## config.mk

```make
export PLATFORM = sky130hd
export DESIGN_NAME = srl_arbiter
export DESIGN_NICKNAME = d
export VERILOG_FILES = /design/src/rtl/srl_arbiter.sv
export SDC_FILE = /design/constraint.sdc
export NUM_CORES = 1
export LEC_CHECK = 0
export BUFFER_PORTS_ARGS = -buffer_cell sky130_fd_sc_hd__buf_2
export CORE_UTILIZATION = 54
export DETAILED_ROUTE_END_ITERATION = 8
export PLACE_DENSITY = 0.88
export RECOVER_POWER = 100
export REMOVE_ABC_BUFFERS = 1
export SETUP_SLACK_MARGIN = 0.4
export SKIP_CTS_REPAIR_TIMING = 1
export SYNTH_ARGS = -nofsm -noshare
export SYNTH_HDL_FRONTEND = slang
export SYNTH_SLANG_ARGS = --single-unit
export TNS_END_PERCENT = 20
```

## constraint.sdc

```tcl
create_clock -name i_CLK -period 8.8 [get_ports i_CLK]
set_input_delay 1.76 -clock i_CLK [delete_from_list [all_inputs] [get_ports i_CLK]]
set_output_delay 1.76 -clock i_CLK [all_outputs]
set_load 0.1 [all_outputs]
```

## src/rtl/srl_arbiter.sv

```systemverilog
// Four-way round-robin arbiter feeding one shared logical right shifter and one result register.
// Latency 1 cycle from grant to o_RESULT; grants stall while the result register is full and unread.
module srl_arbiter #(
  parameter int p_DATA_WIDTH = 4
) (
  input  logic                                  i_CLK,
  input  logic                                  i_RESET,
  input  logic [3:0]                            i_REQ_VALID,
  input  logic [4*p_DATA_WIDTH-1:0]             i_REQ_DATA,
  input  logic [4*($clog2(p_DATA_WIDTH)+1)-1:0] i_REQ_SHIFT,
  output logic [3:0]                            o_REQ_READY,
  output logic                                  o_RESULT_VALID,
  output logic [p_DATA_WIDTH-1:0]               o_RESULT,
  output logic [1:0]                            o_RESULT_ID,
  input  logic                                  i_RESULT_READY
);

  localparam int p_SFT_AMT_WIDTH = $clog2(p_DATA_WIDTH);
  localparam int SW = p_SFT_AMT_WIDTH + 1;

  typedef enum logic {EMPTY, FULL} state_t;

  state_t                  state, state_nxt;
  logic [1:0]              ptr;
  logic [3:0]              grant;
  logic [1:0]              gnt_idx;
  logic                    found;
  logic [1:0]              idx;
  logic                    open;
  logic                    take;
  logic [p_DATA_WIDTH-1:0] operand;
  logic [SW-1:0]           shift;
  logic [p_DATA_WIDTH-1:0] shifted;

  // First valid requester at or after ptr, wrapping modulo 4.
  always_comb begin
    grant   = '0;
    gnt_idx = ptr;
    found   = 1'b0;
    idx     = '0;
    for (int i = 0; i < 4; i++) begin
      idx = ptr + 2'(i);
      if (!found && i_REQ_VALID[idx]) begin
        found        = 1'b1;
        gnt_idx      = idx;
        grant[idx]   = 1'b1;
      end
    end
  end

  assign open        = (state == EMPTY) || i_RESULT_READY;
  assign o_REQ_READY = (open && !i_RESET) ? grant : 4'b0000;
  assign take        = |o_REQ_READY;

  assign operand = i_REQ_DATA[gnt_idx*p_DATA_WIDTH +: p_DATA_WIDTH];
  assign shift   = i_REQ_SHIFT[gnt_idx*SW +: SW];
  assign shifted = (32'(shift) >= p_DATA_WIDTH) ? '0 : (operand >> shift);

  always_comb begin
    state_nxt = state;
    case (state)
      EMPTY:   if (take) state_nxt = FULL;
      FULL:    if (i_RESULT_READY && !take) state_nxt = EMPTY;
      default: state_nxt = EMPTY;
    endcase
  end

  always_ff @(posedge i_CLK) begin
    if (i_RESET) begin
      state       <= EMPTY;
      ptr         <= 2'd0;
      o_RESULT    <= '0;
      o_RESULT_ID <= 2'd0;
    end else begin
      state <= state_nxt;
      if (take) begin
        o_RESULT    <= shifted;
        o_RESULT_ID <= gnt_idx;
        ptr         <= gnt_idx + 2'd1;
      end
    end
  end

  assign o_RESULT_VALID = (state == FULL);

endmodule

```

==> out/qor.yml, run 1 <==
yosys:
  yosysTopAreaCell: "mux2i_1"
  synth.cell_area_mm2: 0.00126
  synth-seq-cells: 9
  synthesis.instances: 138
  async_flop_share_pct: 0
  yosys.cell_types.count: 46
  yosys-top-cells-area: "mux2i_1 (17%), dfxtp_1 (14%), ha_1 (6.9%)"
  ys_warn_count: 0
  yosys_most_used_dff: "dfxtp_1"
  synth_top_area_share_pct: 16.6
  synth_edf_count: 0
  yosysSeqAreaShare_pct: 14.3
  avgSynthCellArea_um2: 9.16
global_route:
  track_usage_pct: 24.1
  first_global_vias: 1156
  overflow: 0
  grt_max_degree: 19
  antenna_found_initial: 0
  grt_pass1_wl_mm: 4.76
layout:
  final_cells: 204
  antenna_cells: 0
  mostFrequentLayoutCell: "buf_2"
  layout-drive-gt1-share_pct: 27.8
  nets: 219
  synthToLayoutAreaGrowth_pct: 12.6
  final_cell_mix: "buf_2 (33), mux2i_1 (22), clkbuf_1 (12)"
  post-route-util_pct: 64.3
die:
  ios: 46
  dieWidth_um: 50.4
  die_area_mm2: 0.00254
  core-area_mm2: 0.00221
  start_util_pct: 57.1
  die_y_um: 50.4
  std_cell_rows: 17
sta:
  hold_viol_final: 0
  final-max-slew-violation-count: 16
  rsz0062_at_grt: "no"
  period_share_pct: 67.9
  setup_violations: 0
  whs_ns: 0.461
  fmax_mhz: 167
  slew_headroom_pct: -73.3
  skew_ns: 0.00161
  worstMarginPinSlew_ns: 2.58
  post-route-min-period_ns: 5.97
  setup_tns_ns: 0
power:
  clkPwrFrac_pct: 5.2
  switching_share_pct: 59.3
  p_per_area_mw_per_mm2: 435
  p_int_mw: 0.252
  p_comb_share_pct: 82.5
  p_switching_mw: 0.367
  p_seq_share_pct: 12.3
  power.static_leakage_nw: 0.665
  worst_ir_drop_vdd_mv: 0.261
drt:
  ant_nets: 0
  vias_per_cell: 5.92
  remaining_drc_errors: 0
  avgRoutedWirePerCell_um: 13.9
  via_count: 1208
  first_pass_iters: 4
  drtIter0Drc: 41
  wirelength_mm: 2.83
clock_tree:
  clock_path_buffers: 2
  ctsHtreeMaxLevel: 1
  cts_made_buffers: 3
  cts_tree: "yes"
  insertion_delay_ns: 0.26
  root_buffer: "clkbuf_4"
  cts.sinks: 9
  path_clk_slew_ns: 0.06
outcome:
  outcome: "finished, violations left"
  violations: "max-capacitance violations, max-slew violations"
worst_hold_path:
  min_from: "o_RESULT[1]$_SDFFE_PP0P_"
  worstHoldEndpoint: "o_RESULT[1]$_SDFFE_PP0P_"
  hold_path_depth: 2
  hp-class: "flop to flop"
worst_setup_path:
  r2r_cells: 11
  critical_path_class: "primary input to output port"
  crit_fanout: 12
  cp-end-kind: "output port"
  startpoint_type: "primary input"
  reg2reg_to: "o_RESULT[0]$_SDFFE_PP0P_"
  critical_path_arrival_ns: 4.21
  required_ns: 7.04
  r2r_start: "ptr[0]$_SDFFE_PP0P_"
  reg2reg_slack_ns: 3.07
placement:
  numPortBuffers: 45
  hpwl_mm: 2.22
  gp_congestion: 0.834
  dpl.cell_count: 200
flow_run:
  maxCapViolCount: 1
## layer usage
layer / wire [um] / global-route usage [%]
met5: 0 / 0
met4: 51 / 7.41
met3: 198 / 4.85
met2: 1410 / 44.2
met1: 1160 / 27.5
## worst max-delay path by stage
stage,slack [ns],cells after the start,start,to
after detailed placement,3.31,6,i_REQ_VALID[3],o_REQ_READY[3]
after global placement,3.42,6,i_REQ_VALID[3],o_REQ_READY[3]
after global routing,2.60,11,ptr[0]$_SDFFE_PP0P_,o_RESULT[0]$_SDFFE_PP0P_
after CTS,3.31,6,i_REQ_VALID[3],o_REQ_READY[3]
final,2.83,6,i_REQ_VALID[1],o_REQ_READY[3]
after floorplan,3.47,4,i_REQ_VALID[3],o_REQ_READY[3]
## critical path, cell delays in order
cell and delay, ns:
clkbuf_1 0.15, mux4_2 0.61, a2111oi_2 0.51, nand3_1 0.17, nand2_1 0.14, clkbuf_1 0.87
## cells in the mapped netlist (2+ instances only)
master / number
a211oi_1: 2
mux2_2: 3
a221o_1: 4
nand2_1: 11
mux2_4: 2
o31ai_1: 2
nand3_1: 8
o211a_1: 2
nand2b_1: 6
clkbuf_1: 2
dfxtp_1: 9
buf_6: 3
buf_2: 3
ha_1: 7
mux4_2: 3
mux2i_1: 21
nor3_1: 2
buf_4: 2
a21oi_1: 6
mux2_1: 2
nor2_1: 10
mux2i_4: 2
inv_1: 3
## flip-flops by register name, summed over array words and instances (netlist names)
name	count
o_RESULT_ID	2
o_RESULT_VALID	1
ptr	2
o_RESULT	4
## metrics by stage
stage | setup WS, ns | power [mW] | instance area, um^2
final | 2.83 | 0.618 | 1420
after global routing | 2.60 | 0.663 | 1420
after CTS | 3.31 | 0.643 | 1480
after global placement | 3.42 | 0.590 | 1450
after detailed placement | 3.31 | 0.609 | 1450
after floorplan | 3.47 | 0.521 | 1190
## power by group through the flow
stage | Sequential (mW) | Combinational [mW] | Clock (mW)
finish | 0.0760 | 0.510 | 0.0320
detailed placement | 0.0765 | 0.533 | 0
floorplan | 0.149 | 0.372 | 0
CTS | 0.0757 | 0.534 | 0.0330
global placement | 0.0755 | 0.514 | 0
global route | 0.0792 | 0.548 | 0.0357
## cell type report
class,count,area [um^2]
clock buffers,3,22.5
clock inverters,1,5.00
inverters,3,11.3
well taps,28,35.0
multi-input cells,115,958
fillers,199,790
repair buffers,45,210
flip-flops and latches,9,180
## cells by family after synthesis
| group | share of synthesized area (%) |
|---|---|
| buffers and inverters | 6.83 |
| flip-flops | 14.3 |
| multiplexers | 32.4 |
| AND/OR/NAND/NOR | 20.4 |
| AO/OA/AOI/OAI | 18.5 |
| XOR/XNOR | 0.693 |
| adder cells (fa/ha/maj) | 6.93 |
(Power assumes the default switching activity.)
==> run 2, diff against run 1 <==
Settings changed: CORE_UTILIZATION 54 to 50, PLACE_DENSITY 0.88 to 0.83.
Clock period 8.8 ns to 5.9 ns, I/O delays scaled along.
==> run 2 against run 1 <==
Effect of this change: worst setup slack worse by 2.1 ns; die area up 7.7%; flip-flop and latch count unchanged; the flow now finishes without violations; largest cell class unchanged.
==> out/qor.yml, run 2 (same netlist as run 1, synthesis figures left out) <==
outcome:
  outcome: "complete, no violations"
global_route:
  overflow: 0
  first_global_vias: 1112
  track_usage_pct: 21.6
  grt_pass1_wl_mm: 4.56
  grt_max_degree: 19
  antenna_found_initial: 0
layout:
  stdcell_area_mm2: 0.00144
  largest_register_ff_count: 4
  top_regs: "o_RESULT: 4 flops, o_RESULT_ID: 2 flops, ptr: 2 flops"
  layout-drive-gt1-share_pct: 29.0
  mostFrequentLayoutCell: "buf_2"
  synthToLayoutAreaGrowth_pct: 13.6
  max_flop_register: "o_RESULT"
  fill_cells: 227
  antenna_cells: 0
  final_cell_mix: "buf_2 (34), mux2i_1 (22), clkbuf_1 (12)"
  nets: 219
  post-route-util_pct: 62.5
sta:
  hold_viol_final: 0
  post-route-min-period_ns: 5.18
  fmax_mhz: 193
  final-max-slew-violation-count: 0
  setup_violations: 0
  rsz0062_at_grt: "no"
  skew_ns: 0.000244
  slew_headroom_pct: 7.11
  period_share_pct: 87.8
  setup_tns_ns: 0
  worstMarginPinSlew_ns: 1.39
power:
  worst_ir_drop_vdd_mv: 0.415
  total_power_mw: 0.920
  p_per_area_mw_per_mm2: 641
  power.static_leakage_nw: 0.671
drt:
  wirelength_mm: 2.75
  ant_nets: 0
  remaining_drc_errors: 0
  first_pass_iters: 4
  drtIter0Drc: 15
  avgRoutedWirePerCell_um: 13.5
  vias_per_cell: 5.90
  via_count: 1204
clock_tree:
  cts_made_buffers: 3
  insertion_delay_ns: 0.26
  cts_tree: "yes"
  path_clk_slew_ns: 0.06
  clock_path_buffers: 2
  root_buffer: "clkbuf_4"
  ctsHtreeMaxLevel: 1
  cts.sinks: 9
worst_setup_path:
  worst_path_max_delay_cell: "clkbuf_1"
  cp-end-kind: "output port"
  crit_fanout: 18
  crit_chain: "inv_1, ha_1, or3b_1, o211a_1, a2111oi_2, nand3_1, nand2_1, clkbuf_1"
  critical_path_arrival_ns: 4.00
  required_ns: 4.72
  critical_path_class: "flop to output port"
  critPathMaxStageDelay_ns: 0.87
  startpoint_type: "flop"
placement:
  numPortBuffers: 45
  placed_area_mm2: 0.00145
  hpwl_mm: 2.15
  gp_congestion: 0.895
die:
  ios: 46
  dieWidth_um: 52.3
  die_area_mm2: 0.00273
  die_y_um: 52.3
  start_util_pct: 55.0
  core-area_mm2: 0.00230
  std_cell_rows: 17
flow_run:
  maxCapViolCount: 0
worst_hold_path:
  hp-class: "flop to flop"
-- run 2: changes by cell type in the layout (fill, tap and decap cells not counted) --
| cell | change |
|---|---|
| a211oi_1 | -1 |
| a211oi_2 | +1 |
| buf_2 | +1 |
| clkinv_2 | -1 |
| nor2b_1 | -1 |
| nor2b_4 | +1 |
-- run 2: per-layer routing --
layer | wire, um | up-vias | GRT usage [%]
met5 | 0 | - | 0
met4 | 23 | 0 | 4.82
met3 | 123 | 4 | 2.61
met2 | 1420 | 43 | 41.5
met1 | 1180 | 564 | 25.2
li1 | - | 593 | -
-- run 2: area by class of cell --
cell class	instances	area [um^2]	area share, %
inverter	3	11.3	0.785
clock buffer	4	26.3	1.83
sequential	9	180	12.6
tap	28	35.0	2.44
multi-input combinational	115	971	67.7
timing repair buffer	45	211	14.7
-- run 2: metrics by stage --
step	std cells	hold slack, ns	setup slack (ns)
floorplan	127	0.637	1.60
global placement	200	0.434	1.56
detailed placement	200	0.443	1.43
CTS	204	0.456	1.14
global route	204	0.499	0.442
finish	204	0.456	0.718
-- run 2: worst max-delay path: cells and delay by family, from the launching register on --
family          cells  cell delay (ns)
compound gates      2             0.67
fa+ha+maj           1             0.49
buf+inv             2             1.13
flops               1             0.76
simple gates        3             0.69
-- run 2: final timing paths --
| path | slack (ns) | cells after the start | endpoint | startpoint |
|---|---|---|---|---|
| hold / removal | 0.46 | 2 | o_RESULT[3]$_SDFFE_PP0P_ | o_RESULT[3]$_SDFFE_PP0P_ |
| setup reg to reg | 1.23 | 11 | o_RESULT[0]$_SDFFE_PP0P_ | ptr[0]$_SDFFE_PP0P_ |
| hold reg to reg | 0.46 | 2 | o_RESULT[3]$_SDFFE_PP0P_ | o_RESULT[3]$_SDFFE_PP0P_ |
| setup / recovery | 0.72 | 8 | o_REQ_READY[3] | ptr[0]$_SDFFE_PP0P_ |
-- run 2: power breakdown --
group | internal, mW | switching (mW)
Clock | 0.0261 | 0.0219
Sequential | 0.0830 | 0.0305
Combinational | 0.266 | 0.493
Total | 0.375 | 0.545
==> run 3, diff against run 2 <==
Settings changed: CORE_UTILIZATION 50 to 54, PLACE_DENSITY 0.83 to 0.88.
Clock period 5.9 ns to 6.4 ns, I/O delays scaled along.
==> run 3 against run 2 <==
Effect of this change: clock skew grew 0.0017 ns; total power fell by 6.8%; via count grew 0.83%; worst hold slack hardly changed; highest routed layer unchanged.
==> out/qor.yml, run 3 (same netlist as run 1, synthesis figures left out) <==
layout:
  top_regs: "o_RESULT: 4 flops, o_RESULT_ID: 2 flops, ptr: 2 flops"
  mostFrequentLayoutCell: "buf_2"
  antenna_cells: 0
  largest_register_ff_count: 4
  synthToLayoutAreaGrowth_pct: 14.1
  nets: 219
  final_cells: 204
  layout-drive-gt1-share_pct: 30.7
  stdcell_area_mm2: 0.00144
  max_flop_register: "o_RESULT"
  final_cell_mix: "buf_2 (38), mux2i_1 (22), nand2_1 (11)"
  post-route-util_pct: 65.2
placement:
  hpwl_mm: 2.28
  dpl.cell_count: 200
  place_ws_ns: 1.75
  numPortBuffers: 45
  placed_area_mm2: 0.00145
  gp_congestion: 0.909
global_route:
  grt_max_degree: 19
  antenna_found_initial: 0
  grt_pass1_wl_mm: 4.85
  overflow: 0
  track_usage_pct: 24.8
  first_global_vias: 1129
sta:
  worstMarginPinSlew_ns: 1.17
  rsz0062_at_grt: "no"
  whs_ns: 0.456
  setup_tns_ns: 0
  period_share_pct: 83.3
  setup_slack_ns: 1.07
  setup_violations: 0
  skew_ns: 0.00199
  hold_viol_final: 0
  fmax_mhz: 188
  post-route-min-period_ns: 5.33
  slew_headroom_pct: 22.6
  final-max-slew-violation-count: 0
drt:
  first_pass_iters: 4
  drtIter0Drc: 24
  vias_per_cell: 5.95
  avgRoutedWirePerCell_um: 14.0
  wirelength_mm: 2.86
  via_count: 1214
  ant_nets: 0
  remaining_drc_errors: 0
die:
  die_area_mm2: 0.00254
  std_cell_rows: 17
  dieWidth_um: 50.4
  ios: 46
  core-area_mm2: 0.00221
  start_util_pct: 57.1
  die_y_um: 50.4
clock_tree:
  insertion_delay_ns: 0.26
  clock_path_buffers: 2
  cts.sinks: 9
  root_buffer: "clkbuf_4"
  ctsHtreeMaxLevel: 1
  path_clk_slew_ns: 0.06
  cts_tree: "yes"
  cts_made_buffers: 3
worst_setup_path:
  crit_fanout: 18
  required_ns: 5.12
  startpoint_type: "flop"
  critical_path_class: "flop to output port"
  critical_path_arrival_ns: 4.05
  cp-end-kind: "output port"
flow_run:
  maxCapViolCount: 0
power:
  p_per_area_mw_per_mm2: 595
  total_power_mw: 0.857
  power.static_leakage_nw: 0.688
  worst_ir_drop_vdd_mv: 0.327
worst_hold_path:
  hp-class: "flop to flop"
outcome:
  outcome: "complete, no violations"
[run 3: cell count changes in the layout (fill, tap and decap cells not counted), sizes merged]
cell    before  now
clkbuf      15   11
buf         34   38
[run 3: metal layers]
| layer | vias to the layer above | routed length [um] | global-route usage, % |
|---|---|---|---|
| met5 | - | 0 | 0 |
| met4 | 0 | 11 | 6.02 |
| met3 | 2 | 164 | 3.03 |
| met2 | 57 | 1520 | 48.0 |
| met1 | 564 | 1160 | 28.3 |
| li1 | 591 | - | - |
[run 3: where the power goes]
part           switching [mW]  total, mW  internal, mW
sequential             0.0271      0.104        0.0765
combinational           0.461      0.710         0.248
clock                  0.0199     0.0439        0.0240
total                   0.508      0.857         0.349
[run 3: cell type report]
| cell class | instances | area [um^2] |
|---|---|---|
| multi-input cells | 115 | 972 |
| clock buffers | 4 | 26.3 |
| flip-flops and latches | 9 | 180 |
| fillers | 193 | 771 |
| repair buffers | 45 | 216 |
| well taps | 28 | 35.0 |
| inverters | 3 | 11.3 |
[run 3: path summary, 6_finish.rpt]
path / endpoint / startpoint / slack [ns] / cells after the start
setup / recovery: o_REQ_READY[0] / ptr[0]$_SDFFE_PP0P_ / 1.07 / 8
hold / removal: o_RESULT[1]$_SDFFE_PP0P_ / o_RESULT[1]$_SDFFE_PP0P_ / 0.46 / 2
setup reg to reg: o_RESULT[0]$_SDFFE_PP0P_ / ptr[0]$_SDFFE_PP0P_ / 2.02 / 11
hold reg to reg: o_RESULT[1]$_SDFFE_PP0P_ / o_RESULT[1]$_SDFFE_PP0P_ / 0.46 / 2
[run 3: critical path, cell delays in order (launching register included)]
cell       delay [ns]
dfxtp_1          0.75
inv_1            0.27
ha_1             0.50
or3b_1           0.44
o211a_1          0.18
a2111oi_0        0.87
nand3_1          0.19
nand2_1          0.14
buf_2            0.43
